<file path="src/rtl/serial_compare_pkg.sv">
// Shared types and sizing helpers for the bit-serial magnitude comparator.
package serial_compare_pkg;

    typedef enum logic [1:0] {
        IDLE = 2'd0,
        SCAN = 2'd1,
        DONE = 2'd2
    } state_t;

    // One-hot {gt, eq, lt}; all-zero marks a comparator fault.
    typedef logic [2:0] res_t;

    localparam res_t RES_GT  = 3'b100;
    localparam res_t RES_EQ  = 3'b010;
    localparam res_t RES_LT  = 3'b001;
    localparam res_t RES_ERR = 3'b000;

    function automatic int step_w(input int width);
        return $clog2(width + 1);
    endfunction

    function automatic int idx_w(input int width);
        return (width > 1) ? $clog2(width) : 1;
    endfunction

endpackage

</file>
<file path="src/rtl/serial_compare_ctrl_if.sv">
// Operand request and result response channels of serial_compare_ctrl.
interface serial_compare_ctrl_if #(
    parameter int WIDTH = 8
);
    import serial_compare_pkg::*;

    localparam int STEP_W = step_w(WIDTH);

    logic              start_valid;
    logic              start_ready;
    logic [WIDTH-1:0]  a_in;
    logic [WIDTH-1:0]  b_in;
    logic              res_valid;
    logic              res_ready;
    logic              gt;
    logic              eq;
    logic              lt;
    logic [STEP_W-1:0] steps;
    logic              busy;

    modport master (
        output start_valid, a_in, b_in, res_ready,
        input  start_ready, res_valid, gt, eq, lt, steps, busy
    );

    modport slave (
        input  start_valid, a_in, b_in, res_ready,
        output start_ready, res_valid, gt, eq, lt, steps, busy
    );

endinterface

</file>
<file path="src/rtl/one_bit_comparator.sv">
// Single bit-pair comparator; o2 is a signed flag that is nonzero when a equals b.
module one_bit_comparator (
    input  logic              a,
    input  logic              b,
    output logic              o1,
    output logic signed [7:0] o2,
    output logic              o3
);

    assign o1 = a & ~b;
    assign o3 = ~a & b;
    assign o2 = (a == b) ? 8'sd1 : 8'sd0;

endmodule

</file>
<file path="src/rtl/serial_compare_ctrl.sv">
// Bit-serial unsigned magnitude compare, MSB first, stopping at the first differing bit.
module serial_compare_ctrl
    import serial_compare_pkg::*;
#(
    parameter int WIDTH = 8
) (
    input logic                 clk,
    input logic                 rst_n,
    input logic                 clr,
    serial_compare_ctrl_if.slave bus
);

    localparam int STEP_W = step_w(WIDTH);
    localparam int IDX_W  = idx_w(WIDTH);

    state_t            state_q, state_d;
    logic [WIDTH-1:0]  a_reg, b_reg;
    logic [IDX_W-1:0]  idx_q;
    logic [STEP_W-1:0] steps_q;
    res_t              res_q, res_d;

    logic              accept, handshake, scan_done;
    logic              cmp_gt, cmp_lt, cmp_eq;
    logic signed [7:0] cmp_o2;

    one_bit_comparator u_cmp (
        .a  (a_reg[idx_q]),
        .b  (b_reg[idx_q]),
        .o1 (cmp_gt),
        .o2 (cmp_o2),
        .o3 (cmp_lt)
    );

    assign cmp_eq = (cmp_o2 != 8'sd0);

    // NOTE: sequential state uses non-blocking assignments so every register
    // samples the pre-edge values regardless of process ordering.
    always_ff @(posedge clk or negedge rst_n) begin
        if (!rst_n) state_q <= IDLE;
        else        state_q <= state_d;
    end

    // NOTE: every output of this block gets a default first, so no path leaves
    // a variable unassigned and no latch is inferred.
    always_comb begin
        state_d   = state_q;
        accept    = 1'b0;
        handshake = 1'b0;
        scan_done = 1'b0;
        res_d     = RES_ERR;

        case (state_q)
            IDLE: begin
                if (bus.start_valid) begin
                    accept  = 1'b1;
                    state_d = SCAN;
                end
            end
            SCAN: begin
                case ({cmp_gt, cmp_eq, cmp_lt})
                    3'b100: begin
                        scan_done = 1'b1;
                        res_d     = RES_GT;
                    end
                    3'b001: begin
                        scan_done = 1'b1;
                        res_d     = RES_LT;
                    end
                    3'b010: begin
                        if (idx_q == '0) begin
                            scan_done = 1'b1;
                            res_d     = RES_EQ;
                        end
                    end
                    // A broken comparator ends the scan with an all-zero result.
                    default: begin
                        scan_done = 1'b1;
                        res_d     = RES_ERR;
                    end
                endcase
                if (scan_done) state_d = DONE;
            end
            DONE: begin
                if (bus.res_ready) begin
                    handshake = 1'b1;
                    state_d   = IDLE;
                end
            end
            default: state_d = IDLE;
        endcase

        if (clr) begin
            state_d   = IDLE;
            accept    = 1'b0;
            handshake = 1'b0;
            scan_done = 1'b0;
        end
    end

    // NOTE: operand registers are reset as well, so a dropped operation leaves
    // no stale operands behind.
    always_ff @(posedge clk or negedge rst_n) begin
        if (!rst_n) begin
            a_reg   <= '0;
            b_reg   <= '0;
            idx_q   <= '0;
            steps_q <= '0;
            res_q   <= RES_ERR;
        end else if (clr) begin
            a_reg   <= '0;
            b_reg   <= '0;
            idx_q   <= '0;
            steps_q <= '0;
            res_q   <= RES_ERR;
        end else begin
            if (accept) begin
                a_reg   <= bus.a_in;
                b_reg   <= bus.b_in;
                idx_q   <= IDX_W'(WIDTH - 1);
                steps_q <= '0;
            end
            if (state_q == SCAN) begin
                steps_q <= steps_q + STEP_W'(1);
                if (scan_done) res_q <= res_d;
                else           idx_q <= idx_q - IDX_W'(1);
            end
            if (handshake) res_q <= RES_ERR;
        end
    end

    assign bus.start_ready = (state_q == IDLE);
    assign bus.busy        = (state_q == SCAN);
    assign bus.res_valid   = (state_q == DONE);
    assign bus.gt          = res_q[2];
    assign bus.eq          = res_q[1];
    assign bus.lt          = res_q[0];
    assign bus.steps       = steps_q;

endmodule

</file>
<file path="src/flat_wrapper.sv">
// flat-port wrapper written by rule: the top's interface ports become plain ports
module serial_compare_ctrl_flat import serial_compare_pkg::*;
#(
    parameter int WIDTH = 8
)
  (clk, rst_n, clr, bus_start_valid, bus_a_in, bus_b_in, bus_res_ready, bus_start_ready, bus_res_valid, bus_gt, bus_eq, bus_lt, bus_steps, bus_busy);
  serial_compare_ctrl_if #(.WIDTH(WIDTH)) bus_i ();
  input logic clk;
  input logic rst_n;
  input logic clr;
  input wire logic [$bits(bus_i.start_valid)-1:0] bus_start_valid;
  input wire logic [$bits(bus_i.a_in)-1:0] bus_a_in;
  input wire logic [$bits(bus_i.b_in)-1:0] bus_b_in;
  input wire logic [$bits(bus_i.res_ready)-1:0] bus_res_ready;
  output wire logic [$bits(bus_i.start_ready)-1:0] bus_start_ready;
  output wire logic [$bits(bus_i.res_valid)-1:0] bus_res_valid;
  output wire logic [$bits(bus_i.gt)-1:0] bus_gt;
  output wire logic [$bits(bus_i.eq)-1:0] bus_eq;
  output wire logic [$bits(bus_i.lt)-1:0] bus_lt;
  output wire logic [$bits(bus_i.steps)-1:0] bus_steps;
  output wire logic [$bits(bus_i.busy)-1:0] bus_busy;
  assign bus_i.start_valid = bus_start_valid;
  assign bus_i.a_in = bus_a_in;
  assign bus_i.b_in = bus_b_in;
  assign bus_i.res_ready = bus_res_ready;
  assign bus_start_ready = bus_i.start_ready;
  assign bus_res_valid = bus_i.res_valid;
  assign bus_gt = bus_i.gt;
  assign bus_eq = bus_i.eq;
  assign bus_lt = bus_i.lt;
  assign bus_steps = bus_i.steps;
  assign bus_busy = bus_i.busy;
  serial_compare_ctrl #(.WIDTH(WIDTH)) u_core (.clk(clk), .rst_n(rst_n), .clr(clr), .bus(bus_i));
endmodule
</file>
<file path="config.mk">
export PLATFORM = sky130hd
export DESIGN_NAME = serial_compare_ctrl_flat
export DESIGN_NICKNAME = d
export VERILOG_FILES = /design/src/rtl/serial_compare_pkg.sv /design/src/rtl/serial_compare_ctrl_if.sv /design/src/rtl/one_bit_comparator.sv /design/src/rtl/serial_compare_ctrl.sv /design/src/flat_wrapper.sv
export SDC_FILE = /design/constraint.sdc
export NUM_CORES = 1
export LEC_CHECK = 0
export CORE_MARGIN = 8
export CORE_UTILIZATION = 30
export DETAILED_ROUTE_END_ITERATION = 8
export PLACE_DENSITY = 0.51
export SLEW_MARGIN = 20
export SYNTH_ARGS = -nofsm -noshare
export SYNTH_HDL_FRONTEND = slang
export SYNTH_SLANG_ARGS = --single-unit
export TNS_END_PERCENT = 30
</file>
<file path="constraint.sdc">
create_clock -name clk -period 2.7 [get_ports clk]
set_input_delay 0.81 -clock clk [delete_from_list [all_inputs] [get_ports clk]]
set_output_delay 0.81 -clock clk [all_outputs]
set_load 0.02 [all_outputs]
</file>
Word-level counts from Yosys, hierarchy flattened
Cells that the tools add are included.
{"block": "op_classes", "n_addsub": 2, "order_cmp": 1, "eq_ne": 9, "muxes": 38, "bitwise": 4, "reduce_logical": 9}
{"operator": "8-bit two-way mux", "n": 4}
{"operator": "3-bit two-way mux", "n": 8}
{"operator": "1-bit two-way mux", "n": 14}
{"operator": "4-bit two-way mux", "n": 3}
{"operator": "2-bit two-way mux", "n": 5}
{"operator": "3-bit case mux with 3 select lines", "n": 1}
{"operator": "3-bit nonzero test", "n": 3}
{"operator": "8-bit nonzero test", "n": 1}
{"operator": "1-bit binary-select mux with 3-bit select", "n": 2}
{"operator": "3-bit != test, second input constant", "n": 2}
{"operator": "2-bit case mux with 3 select lines", "n": 1}
{"operator": "4-bit by 1-bit adder with 4-bit output, second input constant", "n": 1}
{"operator": "3-bit by 4-bit less-than comparator with 1-bit output, second input constant", "n": 1}
{"operator": "3-bit by 1-bit equality test with 1-bit output, second input constant", "n": 1}
{"operator": "3-bit by 2-bit equality test with 1-bit output, second input constant", "n": 1}
{"operator": "3-bit equality test, second input constant", "n": 1}
{"operator": "3-bit zero test", "n": 1}
{"operator": "3-bit by 2-bit != test with 1-bit output, second input constant", "n": 1}
{"operator": "3-bit AND reduction", "n": 1}
{"operator": "3-bit by 1-bit subtractor with 3-bit output, second input constant", "n": 1}
{"operator": "1-bit AND", "n": 2}
{"operator": "2-bit by 1-bit equality test with 1-bit output, second input constant", "n": 1}
{"operator": "2-bit equality test, second input constant", "n": 1}
{"operator": "2-bit zero test", "n": 1}
{"operator": "4 further kinds", "n": 5}
{"block": "word_totals", "regBits": 28, "out_inout_bits": 10, "elab_cells": 69}

Longest topological paths before layout
{"block": "depth", "word_depth": 14, "mapped_depth": 9}

By module
From an unflattened synthesis, not the netlist that was laid out.
{"block": "unflattened", "cells_unflattened": 121, "area_unflattened_um2": 1455.1}
{"module": "serial_compare_ctrl", "n_inst": 1, "cells_per_inst": 109, "area_per_inst_um2": 1366.3}
{"module": "one_bit_comparator", "n_inst": 1, "cells_per_inst": 12, "area_per_inst_um2": 88.8}

Worst setup path after synthesis
No wires, ideal clock.
{"block": "synth_path", "path_type": "reg-to-reg", "start": "register u_core.idx_q[0]", "end": "register u_core.res_q[0]", "setup_time_ns": 0.079, "t_arrival_ns": 2.040, "required_time_ns": 2.621, "slack_ns": 0.580, "stages_incl_launch_ff": 9, "path_buffers": 2, "period_less_slack_ns": 2.120, "cell_sequence": "dfrtp_1 buf_6 mux4_2 mux2i_1 inv_1 ha_1 clkbuf_1 a21oi_1 mux2i_1"}
{"block": "synth_between", "elab_chain_len": 12}
{"element": "from (decl)", "line_no": "serial_compare_ctrl.sv:18", "source": "logic [IDX_W-1:0] idx_q;"}
{"element": "from (signal assigned)", "line_no": "serial_compare_ctrl.sv:119", "source": "idx_q <= IDX_W'(WIDTH - 1);"}
{"element": "from (signal assigned)", "line_no": "serial_compare_ctrl.sv:125", "source": "else idx_q <= idx_q - IDX_W'(1);"}
{"element": "1-bit binary-select mux with 3-bit select (on tied branches)", "line_no": "serial_compare_ctrl.sv:27, serial_compare_ctrl.sv:28"}
{"element": "1-bit two-way mux (on tied branches)", "line_no": "serial_compare_ctrl.sv:27, serial_compare_ctrl.sv:28"}
{"element": "1-bit equality test", "line_no": "one_bit_comparator.sv:12", "source": "assign o2 = (a == b) ? 8'sd1 : 8'sd0;"}
{"element": "1-bit two-way mux", "line_no": "one_bit_comparator.sv:12"}
{"element": "8-bit nonzero test", "line_no": "serial_compare_ctrl.sv:34", "source": "assign cmp_eq = (cmp_o2 != 8'sd0);"}
{"element": "3-bit by 2-bit equality test with 1-bit output", "line_no": "serial_compare_ctrl.sv:60", "source": "case ({cmp_gt, cmp_eq, cmp_lt})"}
{"element": "1-bit two-way mux", "line_no": "serial_compare_ctrl.sv:60"}
{"element": "1-bit two-way mux (2 in a row)", "line_no": "serial_compare_ctrl.sv:52", "source": "case (state_q)"}
{"element": "1-bit two-way mux", "line_no": "serial_compare_ctrl.sv:92", "source": "if (clr) begin"}
{"element": "3-bit nonzero test (no line)"}
{"element": "2-bit AND reduction (no line)"}
{"element": "to (signal assigned)", "line_no": "serial_compare_ctrl.sv:124", "source": "if (scan_done) res_q <= res_d;"}
{"element": "to (decl)", "line_no": "serial_compare_ctrl.sv:20", "source": "res_t res_q, res_d;"}
Several ways; a longest one is shown, not always the timed one. The select of a mux whose other input is x is not followed.
A chain may end at the register's enable or synchronous reset.

Worst setup path after layout
{"block": "layout_path", "start": "register u_core.state_q[1]", "end": "output port bus_res_valid"}
{"block": "layout_between", "elab_chain_len": 1}
{"element": "from (decl)", "line_no": "serial_compare_ctrl.sv:16", "source": "state_t state_q, state_d;"}
{"element": "from (signal assigned)", "line_no": "serial_compare_ctrl.sv:40", "source": "else state_q <= state_d;"}
{"element": "2-bit equality test", "line_no": "serial_compare_ctrl.sv:133", "source": "assign bus.res_valid = (state_q == DONE);"}
{"element": "to (decl)", "line_no": "flat_wrapper.sv:16", "source": "output wire logic [$bits(bus_i.res_valid)-1:0] bus_res_valid;"}
No other way between the ends.

==> reports/summary.txt <==
Post-synth top flop: dfrtp_1
Cell Pwr Density: 556 mW/mm2
gr usage total: 0.0902
outcome: completed
CTS resizes: 0
clock tree buffer depth: 2
Hold WS: 530 ps
area grow syn2layout: 28.8%
Final GP Congestion: 0.717
Reg-to-Reg Start: u_core.idx_q[0]
HP Class: register to register
CTS Buf Count: 3
CTS Root Cell: clkbuf_8
Slew @ Worst Pin: 359 ps
Top delay family on crit path: buffers and inverters
DRT iter0 DRCs: 30
maximum vdd drop: 0.221 mV
Worst slew margin: 0.760
clk slew on worst S/H paths: 90 ps
most frequent cell after synthesis: dfrtp_1
Ant. Diodes: 0
Placed Cells: 209
vias in the first global route: 1134
H-tree levels: 1
Max FO, Critical Path: 7
MaxCap Viol Count: 0
hold buffer count at CTS: 0
slowest CP cell: clkdlybuf4s50_1
Num Clock Sinks: 28
setup violators final: 0
top post-synthesis cells by count: dfrtp_1 (28), mux2i_1 (21), nor2_1 (21), nand3b_1 (6), ha_1 (5)
Worst Path Class, Setup: register to output pin
synthesized area: 0.00145 mm2
row cnt: 25
Critical Path AT: 1590 ps
worst clock skew: 2.24 ps
layout net count: 186
FFs w/ async S/R, synth: 1.00
Fmax: 0.417 GHz
final-report hold violation count: 0
minimum clock period after layout: 2400 ps
Worst R2R Path Depth: 6
Synth Register Bits: 28
EDFF count, synth: 0
gr ovfl total: 0
Crit. End Element: output pin
Port Buffers: 30
Leak: 0.833 nW
antenna violations before repair: 0
drt via density: 4.99
RSZ-0062 raised after global routing: no
largest net degree at the start of global routing: 29
Antenna Nets Post-Route: 0
register area share after synthesis: 0.482
Slew Limit Fails: 0
top post-synthesis cells by area: dfrtp_1 (48%), mux2i_1 (14%), mux4_2 (6.2%)
Min-Delay Startpoint: u_core.b_reg[0]
Initial Util: 0.310
layout cell share with drive strength beyond 1: 0.0949
setup TNS: 0 ps
IO Count: 31
die height: 85.6 um
CP cell instances: nor2b_1 > clkdlybuf4s50_1
die span in x: 85.6 um
crit-path max cell delay: 620 ps
hold path cells: 2
dominant cell type by area after synthesis: dfrtp_1
DRT Wirelength: 3170 um
detailed placement HPWL: 2310 um
Std-Cell Core Area: 0.00469 mm2
r2r endpoint: u_core.res_q[2]
Yosys cell types: 31
Final Cycle Share: 0.887
CTS tree: done
hold endpoint: u_core.b_reg[0]
clk_lat worst skew: 270 ps
syn_area_per_cell: 11.4 um2
setup bufs post-CTS: 0
global-route wire length before repair: 5380 um
cells after synthesis: 128
DRC: 0
length of the first detailed-routing pass in iterations: 4
CP required: 1890 ps
YS warnings: 0
Post-Layout Cell Count: 212
reg2reg setup slack: 330 ps
syn_nets: 154
WP buf/inv: 1
drt wl/cell: 14.9 um
via count: 1057
overall die area: 0.00733 mm2
startpoint types: register
post-synth top area share: 0.482
## layout make-up
cell class,instances,area (um2)
timing repair buffer,34,345
tap,54,67.6
multi-input combinational,88,699
fill,444,2820
inverter,5,18.8
clock buffer,3,41.3
sequential,28,701
## placed cells by master (no fill, tap or decap), types with 2 or more instances in the layout
master / n
nand3_1: 2
nand3b_1: 6
nor2b_1: 3
a311oi_1: 2
clkbuf_8: 3
a211oi_1: 2
a31oi_1: 2
mux2i_1: 21
nand2_1: 3
mux4_2: 4
a21oi_1: 3
buf_4: 3
dfrtp_1: 28
clkdlybuf4s50_1: 29
inv_1: 4
or3_1: 2
nor2_1: 21
ha_1: 5
## cells by family (layout without fill, tap and decap cells)
group,Yosys count,count (layout),synth area share
multiplexers,25,25,0.207
adder cells (fa/ha/maj),5,5,0.0430
buffers and inverters,12,42,0.0413
AO/OA/AOI/OAI,15,15,0.0740
AND/OR/NAND/NOR,43,43,0.153
flip-flops,28,28,0.482
## metal layers
layer | up-vias | share of wire | track usage
met5 | - | 0 | 0
met4 | 0 | 0.011 | 0.0334
met3 | 4 | 0.064 | 0.0277
met2 | 26 | 0.45 | 0.145
met1 | 512 | 0.47 | 0.110
li1 | 515 | - | -
## worst max-delay path by stage
stage	from	endpoint	slack, ps	cells past startpoint
finish	u_core.state_q[1]	bus_res_valid	300	2
detailed placement	u_core.idx_q[0]	u_core.res_q[2]	350	6
global route	u_core.state_q[1]	bus_res_valid	200	2
global placement	u_core.state_q[1]	bus_busy	400	3
CTS	u_core.state_q[1]	bus_busy	70	3
floorplan	u_core.idx_q[0]	u_core.res_q[0]	580	8
## worst min-delay path, stage by stage, from the launching register on
cell     delay (ps)
dfrtp_1         350
mux2i_1          70
nor2_1           80
## metrics by stage
step	total power, mW	cell area (um2)	setup slack [ps]	utilization
3_5_place_dp	0.824	1830	348	0.390
5_1_grt	1.11	1870	199	0.399
2_1_floorplan	0.710	1450	580	-
4_1_cts	1.06	1870	73.5	0.399
6_report	1.04	1870	304	0.399
3_3_place_gp	0.820	1830	400	0.390
## power breakdown
group / internal, mW / switching [mW] / total (mW)
registers: 0.457 / 0.0448 / 0.502
clock network: 0.100 / 0.128 / 0.228
logic: 0.161 / 0.150 / 0.311
(Power assumes the default switching activity.)
